<file path="src/rtl/i2s_frontend.sv">
// i2s_frontend: I2S ADC left-word deserialiser and DAC serialiser, oversampled in the clk domain
// Ports: clk/reset (sync, active-high); bclk, lrclk, sdin raw I2S pins; sdout DAC data;
//        in_sample/sample_valid received left word; out_sample/engine_ready engine result;
//        overrun/overrun_count missed-ready flags; short_slot truncated left slot; locked framing seen
module i2s_frontend #(
   parameter int data_width = 16,
   parameter int slot_width = 32
) (
   input  logic                  clk,
   input  logic                  reset,
   input  logic                  bclk,
   input  logic                  lrclk,
   input  logic                  sdin,
   output logic                  sdout,
   output logic [data_width-1:0] in_sample,
   output logic                  sample_valid,
   input  logic [data_width-1:0] out_sample,
   input  logic                  engine_ready,
   output logic                  overrun,
   output logic [7:0]            overrun_count,
   output logic                  short_slot,
   output logic                  locked
);
   localparam logic [5:0] dw_idx = 6'(data_width);
   logic [2:0] bclk_p;
   logic [1:0] lr_p, sd_p;
   logic rise, fall, lr, sd, rx_edge, in_left, take, cap, short_hit;
   logic lr_prev_rx, lr_prev_tx, primed, ready_d;
   logic [5:0] rx_idx, rx_idx_n;
   logic [data_width-1:0] rx_shift, tx_hold;
   logic [slot_width-1:0] tx_shift;
   // primed: the first rise after reset only records lrclk, so a partial slot is never mistaken for framing
   always_comb begin
      rise = bclk_p[1] & ~bclk_p[2];
      fall = ~bclk_p[1] & bclk_p[2];
      lr = lr_p[1];
      sd = sd_p[1];
      rx_edge = lr != lr_prev_rx;
      rx_idx_n = rx_edge ? 6'd0 : (rx_idx == 6'd63 ? rx_idx : rx_idx + 6'd1);
      in_left = rise & primed & ~lr & ~rx_edge;
      take = in_left & (rx_idx_n >= 6'd1) & (rx_idx_n <= dw_idx);
      cap = in_left & (rx_idx_n == dw_idx) & locked;
      short_hit = rise & primed & rx_edge & lr & locked & (rx_idx < dw_idx);
   end
   always_ff @(posedge clk) begin
      if (reset) begin
         bclk_p <= '0;
         lr_p <= '0;
         sd_p <= '0;
         sdout <= 1'b0;
         in_sample <= '0;
         sample_valid <= 1'b0;
         overrun <= 1'b0;
         overrun_count <= '0;
         short_slot <= 1'b0;
         locked <= 1'b0;
         lr_prev_rx <= 1'b1;
         lr_prev_tx <= 1'b1;
         primed <= 1'b0;
         ready_d <= 1'b1;
         rx_idx <= 6'd63;
         rx_shift <= '0;
         tx_hold <= '0;
         tx_shift <= '0;
      end else begin
         bclk_p <= {bclk_p[1:0], bclk};
         lr_p <= {lr_p[0], lrclk};
         sd_p <= {sd_p[0], sdin};
         sample_valid <= cap;
         overrun <= cap & ~engine_ready;
         short_slot <= short_hit;
         if (cap) in_sample <= {rx_shift[data_width-2:0], sd};
         if (cap & ~engine_ready & (overrun_count != 8'hff)) overrun_count <= overrun_count + 8'd1;
         if (take) rx_shift <= {rx_shift[data_width-2:0], sd};
         if (rise) begin
            lr_prev_rx <= lr;
            primed <= 1'b1;
            rx_idx <= primed ? rx_idx_n : 6'd63;
            if (primed & rx_edge) locked <= 1'b1;
         end
         ready_d <= engine_ready;
         if (engine_ready & ~ready_d) tx_hold <= out_sample;
         if (fall) begin
            lr_prev_tx <= lr;
            if (lr != lr_prev_tx) begin
               tx_shift <= {tx_hold, {(slot_width - data_width){1'b0}}};
               sdout <= 1'b0;
            end else begin
               sdout <= tx_shift[slot_width-1];
               tx_shift <= tx_shift << 1;
            end
         end
      end
   end
endmodule

</file>
<file path="config.mk">
export PLATFORM = sky130hd
export DESIGN_NAME = i2s_frontend
export DESIGN_NICKNAME = d
export VERILOG_FILES = /design/src/rtl/i2s_frontend.sv
export SDC_FILE = /design/constraint.sdc
export NUM_CORES = 1
export LEC_CHECK = 0
export CAP_MARGIN = 5
export CORE_AREA = 3 3 106 88
export CTS_CLUSTER_SIZE = 30
export DETAILED_ROUTE_END_ITERATION = 10
export DIE_AREA = 0 0 109 91
export PLACE_DENSITY = 0.69
export SYNTH_ARGS = -nofsm -noshare
export SYNTH_HDL_FRONTEND = slang
export SYNTH_SLANG_ARGS = --single-unit
</file>
<file path="constraint.sdc">
create_clock -name clk -period 2.11 [get_ports clk]
set_input_delay 0.422 -clock clk [delete_from_list [all_inputs] [get_ports clk]]
set_output_delay 0.422 -clock clk [all_outputs]
set_load 0.01 [all_outputs]
</file>
* Word level (Yosys, flattened, before mapping) *
Index checks and enable logic that the tools add are counted.

storage, ports and cells
  register bits after elaboration = 109
  bits of input ports = 22
  output and inout port bits = 29
  logic and storage cells = 57

cells by class
  add/subtract/negate cells = 2
  $lt $le $gt $ge = 3
  equality and inequality tests = 5
  mux-type cells = 5
  bitwise operators = 23
  reductions and logical operators = 1

operator list
  cell                                                               number
  two-way mux 32 bit                                                 1
  two-way mux 6 bit                                                  3
  AND 1 bit                                                          17
  adder 8 x 1 -> 8 bit, second input constant                        1
  inequality test 8 bit, second input constant                       1
  adder 6 x 1 -> 6 bit, second input constant                        1
  == test 6 x 5 -> 1 bit, second input constant                      1
  == test 6 bit, second input constant                               1
  greater-or-equal comparator 6 x 1 -> 1 bit, second input constant  1
  less-or-equal comparator 6 x 5 -> 1 bit, second input constant     1
  < comparator 6 x 5 -> 1 bit, second input constant                 1
  inverter 1 bit                                                     6
  inequality test 1 bit                                              2
  AND reduction 2 bit                                                1
  two-way mux 1 bit                                                  1

* Depth between registers and ports, before layout *
Gate-level depths: netlist (run 1).

  depth after elaboration = 9
  mapped depth = 9
  gate-level depth less buffers = 7

* Worst setup path before layout (run 1) *
No wires, ideal clock.

  path type = reg2reg
  start point = register rx_idx[0]
  end point = register rx_shift[10]
  library setup time = 128 ps
  arrival time = 1995 ps
  slack = -13 ps
  stages on the path, launching flop included = 10
  path buffers = 2
  cells stage by stage = dfxtp_1 ha_1 xor2_1 a31o_2 or3_1 a21bo_2 buf_2 buf_6 mux2i_1 nor2_1

on the way
  longest elaborated chain between the ends = 6
  elaborated cells between the ends (all ways) = 8
  classes of those cells = add/sub (1); order compare (2); eq/ne (1); mux (2); bitwise (2)

RTL lines
  item                                                   line  RTL
  from (decl)                                            29    logic [5:0] rx_idx, rx_idx_n;
  from (signal assigned)                                 78    rx_idx <= primed ? rx_idx_n : 6'd63;
  adder 6 x 1 -> 6 bit or == test 6 bit (tied branches)  39    rx_idx_n = rx_edge ? 6'd0 : (rx_idx == 6'd63 ? rx_idx : rx_idx + 6'd1);
  two-way mux 6 bit (*) (2 in series)                    39
  greater-or-equal comparator 6 x 1 -> 1 bit             41    take = in_left & (rx_idx_n >= 6'd1) & (rx_idx_n <= dw_idx);
  AND 1 bit                                              41
  AND 1 bit (*)                                          41
  to (signal assigned)                                   74    if (take) rx_shift <= {rx_shift[data_width-2:0], sd};
  to (decl)                                              30    logic [data_width-1:0] rx_shift, tx_hold;

Every way passes the cells marked *; elsewhere a longest branch is shown, timed or not.
A chain may end at the register's enable or synchronous reset.

* Worst setup path after layout (run 1) *
  start point = register rx_idx[0]
  end point = register overrun_count[7]

on the way
  longest elaborated chain between the ends = 8
  elaborated cells between the ends (all ways) = 9
  classes of those cells = add/sub (1); eq/ne (2); mux (2); bitwise (4)

RTL lines
  item                                                   line  RTL
  adder 6 x 1 -> 6 bit or == test 6 bit (tied branches)  39
  two-way mux 6 bit (*) (2 in series)                    39
  == test 6 x 5 -> 1 bit (*)                             42    cap = in_left & (rx_idx_n == dw_idx) & locked;
  AND 1 bit (*) (2 in series)                            42
  AND 1 bit (*) (2 in series)                            73    if (cap & ~engine_ready & (overrun_count != 8'hff)) overrun_count <= overrun_count + 8'd1;
  to (signal assigned)                                   73
  to (decl)                                              20    output logic [7:0] overrun_count,

Marks and branches as above.

==> flow_summary.ini, run 1 <==
[outcome]
status = finished clean

[sta]
worst_pin_slew_ns = 0.764
skew_ns = 0.0108
min_period_ns = 2.05
slew_headroom = 0.490
drv_slew = 0
hold_violations = 0
fin_crit_sh = 0.970
fin_worst_hold_slack_ns = 0.444
max_freq_mhz = 489
rsz0062_at_grt = yes
finalSetupViolCount = 0

[min_path]
hold_start = lr_p[0]$_SDFF_PP0_
hold_path.class = reg2reg

[floorplan]
dieArea_sq_mm = 0.00992
core_sq_mm = 0.00837
io-pin-count = 51
rows = 30
die_w_microns = 109
chipHeight_microns = 91
start_util = 0.446

[yosys]
synth_fa_ha_area_frac = 0.00670
ys_types = 45
synth_flop_cell = dfxtp_1
syn_nets = 430
synth_xor_area_frac = 0.0161
ys_ff_latch = 93
synth_mux_area_frac = 0.129
synth_top_family_by_area = simple AND/OR/NAND/NOR gates
yosysWarningCount = 0
syn_inst = 406
ys_seq_area_frac = 0.498
syn-cell-area_sq_mm = 0.00374
synth-simple-area-share = 0.190
synth-compound-area-share = 0.120
syn_avg_cell_area_sq_um = 9.20
synth-edff-count = 0
synthArstFlopShare = 0

[final_layout]
multiInputGateArea_sq_mm = 0.00178
nets = 485
fin_cells = 578
n_fill_cell = 739
final_common_cell = dfxtp_1
diodes = 0
drive_gt1_frac = 0.127
layout_common_cells = dfxtp_1, nor2_1, clkdlybuf4s50_1
area_growth_pct = 24.9
regArea_sq_mm = 0.00188

[clocking]
ctsHoldBuffers = 0
cts_buffers = 9
htree_num_levels = 3
cts_sinks = 93
clk_pin_slew_ns = 0.09
clockBufferDepth = 2
insertion_delay_ns = 0.35
cts_tree = built
cts-root-buf = clkbuf_8

[setup_path]
critPathCaptureType = register
startpoint_type = register
path_max_fanout = 5
required_ns = 2.40
startpoint = rx_idx[0]$_SDFFE_PP1P_
path_cells = ha_4 -> xor2_1 -> a31o_2 -> o21ai_1 -> buf_4 -> nand3_2 -> or4_4 -> a21oi_2
max_stage_delay_ns = 0.51
crit_arrival_ns = 2.33
path_class = reg2reg
rr_startpoint = rx_idx[0]$_SDFFE_PP1P_
cp_slowest_cell = or4_4

[drt]
viasPerCell = 5.10
drtAntennaViolNets = 0
remaining_drc_errors = 0
vias = 2946
dr.pass1.iters = 4
post_drt_wl_per_cell_microns = 13.4
drt_wl_total_microns = 7770
drt_iter0_markers = 113

[global_route]
grt_pass1_vias = 2877
gr-total-overflow = 0
grt_pass1_wl_microns = 13200
grt_max_degree = 76
grt_usage = 0.163
antenna_found_initial = 0

[power]
internal_power_mw = 2.39
sequentialPowerShare = 0.565
ir_drop_uv = 310
p_comb_frac = 0.080
p_sw_frac = 0.252
p_leak_nw = 1.87
power_density_mw_per_mm2 = 686
switchingPower_uw = 808
power_frac_clock = 0.355

[run]
maxCapViolCount = 0

[placed_design]
gp_congestion = 0.874
dp_hpwl_microns = 5010
dp.cells = 556
io_buffers = 50
-- power by group through the flow --
| stage | registers (mW) | clock network, mW | logic (mW) |
|---|---|---|---|
| floorplan | 1.84 | 0 | 0.157 |
| global placement | 1.85 | 0 | 0.235 |
| detailed placement | 1.85 | 0 | 0.239 |
| CTS | 1.81 | 1.18 | 0.248 |
| global route | 1.81 | 1.25 | 0.283 |
| finish | 1.81 | 1.14 | 0.257 |
-- area by class of cell --
class / instances / share of cell area
well taps: 112 / 0.0300
repair buffers: 72 / 0.144
inverters: 2 / 0.00161
clock inverters: 6 / 0.0115
clock buffers: 10 / 0.0295
multi-input cells: 283 / 0.381
flip-flops and latches: 93 / 0.402
-- worst max-delay path: cells and delay by family, from the launching register on --
kind                     cells  cell delay, ns
flip-flops                   1            0.37
adder cells (fa/ha/maj)      1            0.17
XOR/XNOR                     1            0.14
AND/OR/NAND/NOR              2            0.62
buffers and inverters        1            0.15
AO/OA/AOI/OAI                3            0.53
-- per-stage QoR --
stage	setup slack, ns	power [mW]	setup TNS, ns	util	area, sq um
2_1_floorplan	0.0359	2.00	0	-	3740
3_3_place_gp	0.00228	2.08	0	0.523	4380
3_5_place_dp	-0.143	2.09	-0.372	0.523	4380
4_1_cts	0.0121	3.23	0	0.551	4610
5_1_grt	-0.0290	3.35	-0.0783	0.558	4670
6_report	0.0641	3.20	0	0.558	4670
-- metal layers --
metal  vias to the layer above  GRT usage  routed length, microns  part of all wire
met4                         0     0.0463                      46            0.0059
li1                       1511          -                       -                 -
met1                      1387      0.225                    3860              0.50
met2                        43      0.247                    3600              0.46
met5                         -          0                       0                 0
met3                         5     0.0462                     271             0.035
-- path summary, 6_finish.rpt --
check / slack (ns) / depth (start not counted) / to
hold / removal: 0.44 / 1 / lr_p[1]$_SDFF_PP0_
hold reg to reg: 0.44 / 1 / lr_p[1]$_SDFF_PP0_
setup / recovery: 0.06 / 8 / overrun_count[7]$_SDFFE_PP0P_
setup reg to reg: 0.06 / 8 / overrun_count[7]$_SDFFE_PP0P_
-- synthesized netlist by cell type, drive strengths merged (4+ instances only) --
master  number  area, sq um
dfxtp       93         1860
a211oi      16          125
nor2        61          229
o21ai        8         40.0
nand3       12         65.1
xor2         4         35.0
nand2       47          176
a21oi       28          140
mux2i       47          470
nand2b       7         43.8
nor2b       11         68.8
clkbuf      20         75.1
buf          9         66.3
-- cell families after synthesis --
family / after synthesis
AOI/OAI and AO/OA: 70
xor gates and xnor gates: 6
adders and majority gates: 2
buffers and inverters: 31
DFF: 93
muxes: 48
and+or+nand+nor: 156
-- sequential cells by signal (all words and copies together) (netlist names), 2 cells and up --
register	count
tx_shift	16
overrun_count	8
tx_hold	16
sd_p	2
lr_p	2
in_sample	16
bclk_p	3
rx_idx	6
rx_shift	15
-- repair_timing --
| item | in CTS | in global routing |
|---|---|---|
| pin swaps | 2 | 2 |
| buffers inserted | 4 | 1 |
| endpoints found under the setup margin | 6 | 46 |
| gates cloned | 1 | 0 |
| resized for setup | 4 | 13 |
Power figures use the tool's default switching activity.
==> run 2: changes to the inputs <==
--- a/config.mk
+++ b/config.mk
@@ -10,7 +10,7 @@
 export CTS_CLUSTER_SIZE = 30
 export DETAILED_ROUTE_END_ITERATION = 10
 export DIE_AREA = 0 0 109 91
-export PLACE_DENSITY = 0.69
+export PLACE_DENSITY = 0.67
 export SYNTH_ARGS = -nofsm -noshare
 export SYNTH_HDL_FRONTEND = slang
 export SYNTH_SLANG_ARGS = --single-unit
==> constraint.sdc (replaced) <==
create_clock -name clk -period 2.4 [get_ports clk]
set_input_delay 0.48 -clock clk [delete_from_list [all_inputs] [get_ports clk]]
set_output_delay 0.48 -clock clk [all_outputs]
set_load 0.01 [all_outputs]
==> run 2 against run 1 <==
Maximum frequency fell by 7.8%. Clock power fell by 14%. Sequential share of layout area rose by 0.68 points. Design area fell by 2.4%. Non-clock buffer count fell by 7. Global-route usage fell by 0.65 points. Critical path depth fell by 2. Via count fell by 2.6%. First-iteration DRC count fell by 14%. Clock skew rose by 0.0049 ns. Register-to-register slack improved by 0.12 ns.
==> flow_summary.ini, run 2 (synthesis results as in run 1) <==
[setup_path]
path_class = reg2reg
critPathCaptureType = register
startpoint_type = register
crit_arrival_ns = 2.50
path_max_fanout = 10
required_ns = 2.68

[floorplan]
core_sq_mm = 0.00837
io-pin-count = 51
chipHeight_microns = 91
start_util = 0.446
die_w_microns = 109
rows = 30
dieArea_sq_mm = 0.00992

[sta]
fin_worst_hold_slack_ns = 0.456
skew_ns = 0.0157
min_period_ns = 2.22
rsz0062_at_grt = no
drv_slew = 0
fin_setup_tns_ns = 0
max_freq_mhz = 451
fin_crit_sh = 0.924
slew_headroom = 0.548
worst_pin_slew_ns = 0.678
finalSetupViolCount = 0
hold_violations = 0

[final_layout]
diodes = 0
drive_gt1_frac = 0.0939
area_growth_pct = 22.0
postLayoutCellArea_sq_mm = 0.00456
nets = 477
layout_common_cells = dfxtp_1, nor2_1, clkdlybuf4s50_1
final_common_cell = dfxtp_1
top_regs = in_sample: 16 flops, tx_hold: 16 flops, tx_shift: 16 flops
n_fill_cell = 780

[global_route]
gr-total-overflow = 0
grt_pass1_vias = 2673
use_met2 = 0.220
grt_util_met1 = 0.226
grt_max_degree = 34
grt_usage = 0.156
grt_pass1_wl_microns = 12600
grt_util_met3 = 0.0505
antenna_found_initial = 0
grt.busiest_layer = met1

[power]
ir_drop_uv = 303
power_density_mw_per_mm2 = 609
p_leak_nw = 1.84

[clocking]
clockBufferDepth = 2
cts_sinks = 93
cts-root-buf = clkbuf_8
ctsHoldBuffers = 0
clk_pin_slew_ns = 0.10
cts_tree = built
cts_buffers = 9
insertion_delay_ns = 0.35
htree_num_levels = 3

[min_path]
hold_path.class = reg2reg

[placed_design]
io_buffers = 50
gp_congestion = 0.841
postPlaceCellArea_sq_mm = 0.00434
dp_hpwl_microns = 4910

[drt]
post_drt_wl_per_cell_microns = 13.0
drt_wl_total_microns = 7380
drt_iter0_markers = 97
dr.pass1.iters = 4
vias = 2869
viasPerCell = 5.03
drtAntennaViolNets = 0
remaining_drc_errors = 0

[outcome]
status = finished clean

[run]
maxCapViolCount = 0
[run 2: cell types whose count changed in the layout (fill, tap and decap cells not counted), sizes merged]
| cell | before | now |
|---|---|---|
| clkinv | 1 | 3 |
| buf | 23 | 16 |
| clkbuf | 10 | 9 |
| nand3 | 13 | 12 |
| clkinvlp | 1 | 0 |
[run 2: final cells by class]
cell class	count	area, sq um	area share
Clock inverter	7	62.6	0.0137
Timing Repair Buffer	65	633	0.139
Sequential cell	93	1860	0.409
Inverter	2	7.51	0.00165
Multi-Input combinational cell	282	1730	0.379
Clock buffer	9	124	0.0272
Tap cell	112	140	0.0308
[run 2: worst paths after layout]
kind / slack [ns] / to / cells past startpoint / startpoint
worst min register to register: 0.46 / lr_p[1]$_SDFF_PP0_ / 1 / lr_p[0]$_SDFF_PP0_
worst min-delay path: 0.46 / lr_p[1]$_SDFF_PP0_ / 1 / lr_p[0]$_SDFF_PP0_
worst max register to register: 0.18 / overrun_count[7]$_SDFFE_PP0P_ / 6 / rx_idx[2]$_SDFFE_PP1P_
worst max-delay path: 0.18 / overrun_count[7]$_SDFFE_PP0P_ / 6 / rx_idx[2]$_SDFFE_PP1P_
[run 2: report_power, final]
part	leakage [nW]	switching (mW)	internal (mW)
sequential	0.754	0.0205	1.57
clock	0.0980	0.580	0.401
combinational	0.984	0.106	0.0942
[run 2: layer usage]
metal / share of wire / vias up
met5: 0 / -
met2: 0.42 / 60
met3: 0.048 / 10
met1: 0.52 / 1317
met4: 0.016 / 0
li1: - / 1482
[run 2: what timing repair did]
item | CTS | global route
setup buffers | 0 | 4
setup endpoints to repair | 0 | 3
gates resized for setup | 0 | 1
[run 2: through the flow]
stage / power [mW] / worst slack (ns) / utilization / instances
3_5_place_dp: 1.83 / 0.111 / 0.519 / 550
5_1_grt: 2.92 / 0.00965 / 0.544 / 570
3_3_place_gp: 1.82 / 0.184 / 0.519 / 550
6_report: 2.77 / 0.181 / 0.544 / 570
4_1_cts: 2.81 / 0.0909 / 0.541 / 566
2_1_floorplan: 1.76 / 0.277 / - / 406
[run 2: critical path, stage by stage (launching register included)]
cell	delay, ns
dfxtp_1	0.51
and3_4	0.28
nand3_1	0.11
a211oi_2	0.36
nand3_2	0.24
or4_1	0.51
a21oi_1	0.15
==> run 3: changes to the inputs <==
--- a/config.mk
+++ b/config.mk
@@ -10,7 +10,7 @@
 export CTS_CLUSTER_SIZE = 30
 export DETAILED_ROUTE_END_ITERATION = 10
 export DIE_AREA = 0 0 109 91
-export PLACE_DENSITY = 0.67
+export PLACE_DENSITY = 0.69
 export SYNTH_ARGS = -nofsm -noshare
 export SYNTH_HDL_FRONTEND = slang
 export SYNTH_SLANG_ARGS = --single-unit
==> constraint.sdc (replaced) <==
create_clock -name clk -period 1.95 [get_ports clk]
set_input_delay 0.2925 -clock clk [delete_from_list [all_inputs] [get_ports clk]]
set_output_delay 0.2925 -clock clk [all_outputs]
set_load 0.01 [all_outputs]
==> run 3 against run 2 <==
The flow now finishes with violations (setup timing). Sequential power increased by 23%. Sequential cell count unchanged. Hold slack got worse by 0.067 ns. Total power increased by 28%. Maximum frequency grew 8.4%. Wire length up 14%. Clock skew is 0.0020 ns lower. Sequential share of layout area decreased by 2.8 points. Count of clock-buffer cells in the layout is the same. Clock power increased by 30%. Largest power group unchanged. Highest routed layer unchanged.
==> flow_summary.ini, run 3 (synthesis results as in run 1) <==
[outcome]
status = finished with violations
violations = setup timing

[final_layout]
nets = 496
layout_common_cells = dfxtp_1, nor2_1, clkdlybuf4s50_1
diodes = 0
area_growth_pct = 31.7
drive_gt1_frac = 0.176
final_common_cell = dfxtp_1
n_fill_cell = 741
top_regs = in_sample: 16 flops, tx_hold: 16 flops, tx_shift: 16 flops
final_core_util = 0.588

[clocking]
cts_sinks = 93
clk_pin_slew_ns = 0.10
cts_tree = built
clockBufferDepth = 2
cts-root-buf = clkbuf_8
cts_buffers = 9
ctsHoldBuffers = 0
insertion_delay_ns = 0.37
htree_num_levels = 3

[drt]
drtAntennaViolNets = 0
post_drt_wl_per_cell_microns = 14.3
vias = 3064
viasPerCell = 5.20
drt_iter0_markers = 129
remaining_drc_errors = 0
dr.pass1.iters = 4
drt_wl_total_microns = 8440

[run]
maxCapViolCount = 0

[setup_path]
r2r_cells = 7
path_class = reg2reg
r2r_slack_ns = -0.1
startpoint_type = register
crit_arrival_ns = 2.35
r2r_end = overrun_count[7]$_SDFFE_PP0P_
required_ns = 2.25
critPathCaptureType = register
path_max_fanout = 5
rr_startpoint = rx_idx[1]$_SDFFE_PP1P_

[power]
ir_drop_uv = 374
internal_power_mw = 2.59
power_density_mw_per_mm2 = 720
p_leak_nw = 1.98
p_sw_frac = 0.269
switchingPower_uw = 953
sequentialPowerShare = 0.553
p_comb_frac = 0.086
power_frac_clock = 0.361

[global_route]
grt_usage = 0.173
grt_pass1_vias = 2936
grt_pass1_wl_microns = 13700
gr-total-overflow = 0
antenna_found_initial = 0
grt_max_degree = 43

[floorplan]
chipHeight_microns = 91
start_util = 0.446
rows = 30
die_w_microns = 109
io-pin-count = 51
core_sq_mm = 0.00837
dieArea_sq_mm = 0.00992

[sta]
min_period_ns = 2.05
rsz0062_at_grt = yes
worst_pin_slew_ns = 0.689
fin_crit_sh = 1.05
finalSetupViolCount = 17
layout_setup_ws_ns = -0.0973
fin_worst_hold_slack_ns = 0.389
drv_slew = 0
skew_ns = 0.0137
slew_headroom = 0.541
max_freq_mhz = 488
hold_violations = 0

[min_path]
hold_path.class = in2reg
hold-path-endpoint = in_sample[0]$_SDFFE_PP0P_
holdPathStages = 2
hold_start = reset

[placed_design]
gp_congestion = 0.843
dp_hpwl_microns = 5360
io_buffers = 50
-- run 3: cell count changes in the layout (fill, tap and decap cells not counted), moves of 3 or more --
| cell | change |
|---|---|
| o21ai_0 | -3 |
| dfxtp_2 | +5 |
| buf_4 | +11 |
| dfxtp_1 | -6 |
| buf_6 | +3 |
-- run 3: worst max-delay path by stage --
stage / startpoint / end / slack (ns) / cells after the start
finish: rx_idx[1]$_SDFFE_PP1P_ / overrun_count[7]$_SDFFE_PP0P_ / -0.1 / 7
global route: rx_idx[1]$_SDFFE_PP1P_ / overrun_count[7]$_SDFFE_PP0P_ / -0.17 / 7
CTS: rx_idx[1]$_SDFFE_PP1P_ / overrun_count[7]$_SDFFE_PP0P_ / -0.03 / 8
detailed placement: rx_idx[3]$_SDFFE_PP1P_ / overrun_count[7]$_SDFFE_PP0P_ / -0.13 / 6
global placement: rx_idx[3]$_SDFFE_PP1P_ / overrun_count[5]$_SDFFE_PP0P_ / -0.02 / 6
floorplan: rx_idx[1]$_SDFFE_PP1P_ / overrun_count[5]$_SDFFE_PP0P_ / 0.008 / 8
-- run 3: power groups by stage --
stage	Clock [mW]	Combinational [mW]	Sequential, mW
2_1_floorplan	0	0.172	1.99
3_3_place_gp	0	0.267	2.00
3_5_place_dp	0	0.272	2.00
4_1_cts	1.33	0.285	1.96
5_1_grt	1.40	0.335	1.96
6_report	1.28	0.306	1.96
-- run 3: metal layers --
layer,GRT usage,wire (microns)
met5,0,0
met4,0.0484,47
met3,0.0611,446
met2,0.270,4120
met1,0.226,3820
-- run 3: repair_timing --
item / 4_1_cts / 5_1_grt
gates cloned: 2 / 1
pin swaps: 7 / 5
buffers inserted: 2 / 3
endpoints found under the setup margin: 6 / 55
gates resized for setup: 13 / 21
-- run 3: worst max-delay path: stages, from the launching register on --
cell	delay (ns)
dfxtp_4	0.37
ha_4	0.18
xor2_1	0.14
a31o_2	0.26
o21ai_4	0.21
nand3_4	0.13
or4_1	0.56
a21oi_1	0.14
-- run 3: area by class of cell --
cell class,instances,area [sq um],share of cell area
sequential,93,1870,0.380
multi-input combinational,283,1860,0.378
timing repair buffer,83,842,0.171
tap,112,140,0.0285
clock buffer,9,124,0.0252
clock inverter,7,75.1,0.0153
inverter,2,7.51,0.00153
-- run 3: metrics by stage --
| step | power (mW) | setup TNS [ns] | cell area, sq um | setup slack, ns | instances |
|---|---|---|---|---|---|
| 3_5_place_dp | 2.27 | -0.370 | 4490 | -0.128 | 565 |
| 2_1_floorplan | 2.17 | 0 | 3760 | 0.00827 | 406 |
| 5_1_grt | 3.70 | -2.87 | 4920 | -0.165 | 589 |
| 4_1_cts | 3.57 | -0.0471 | 4790 | -0.0264 | 585 |
| 3_3_place_gp | 2.27 | -0.0150 | 4490 | -0.0150 | 565 |
| 6_report | 3.54 | -0.584 | 4920 | -0.0973 | 589 |
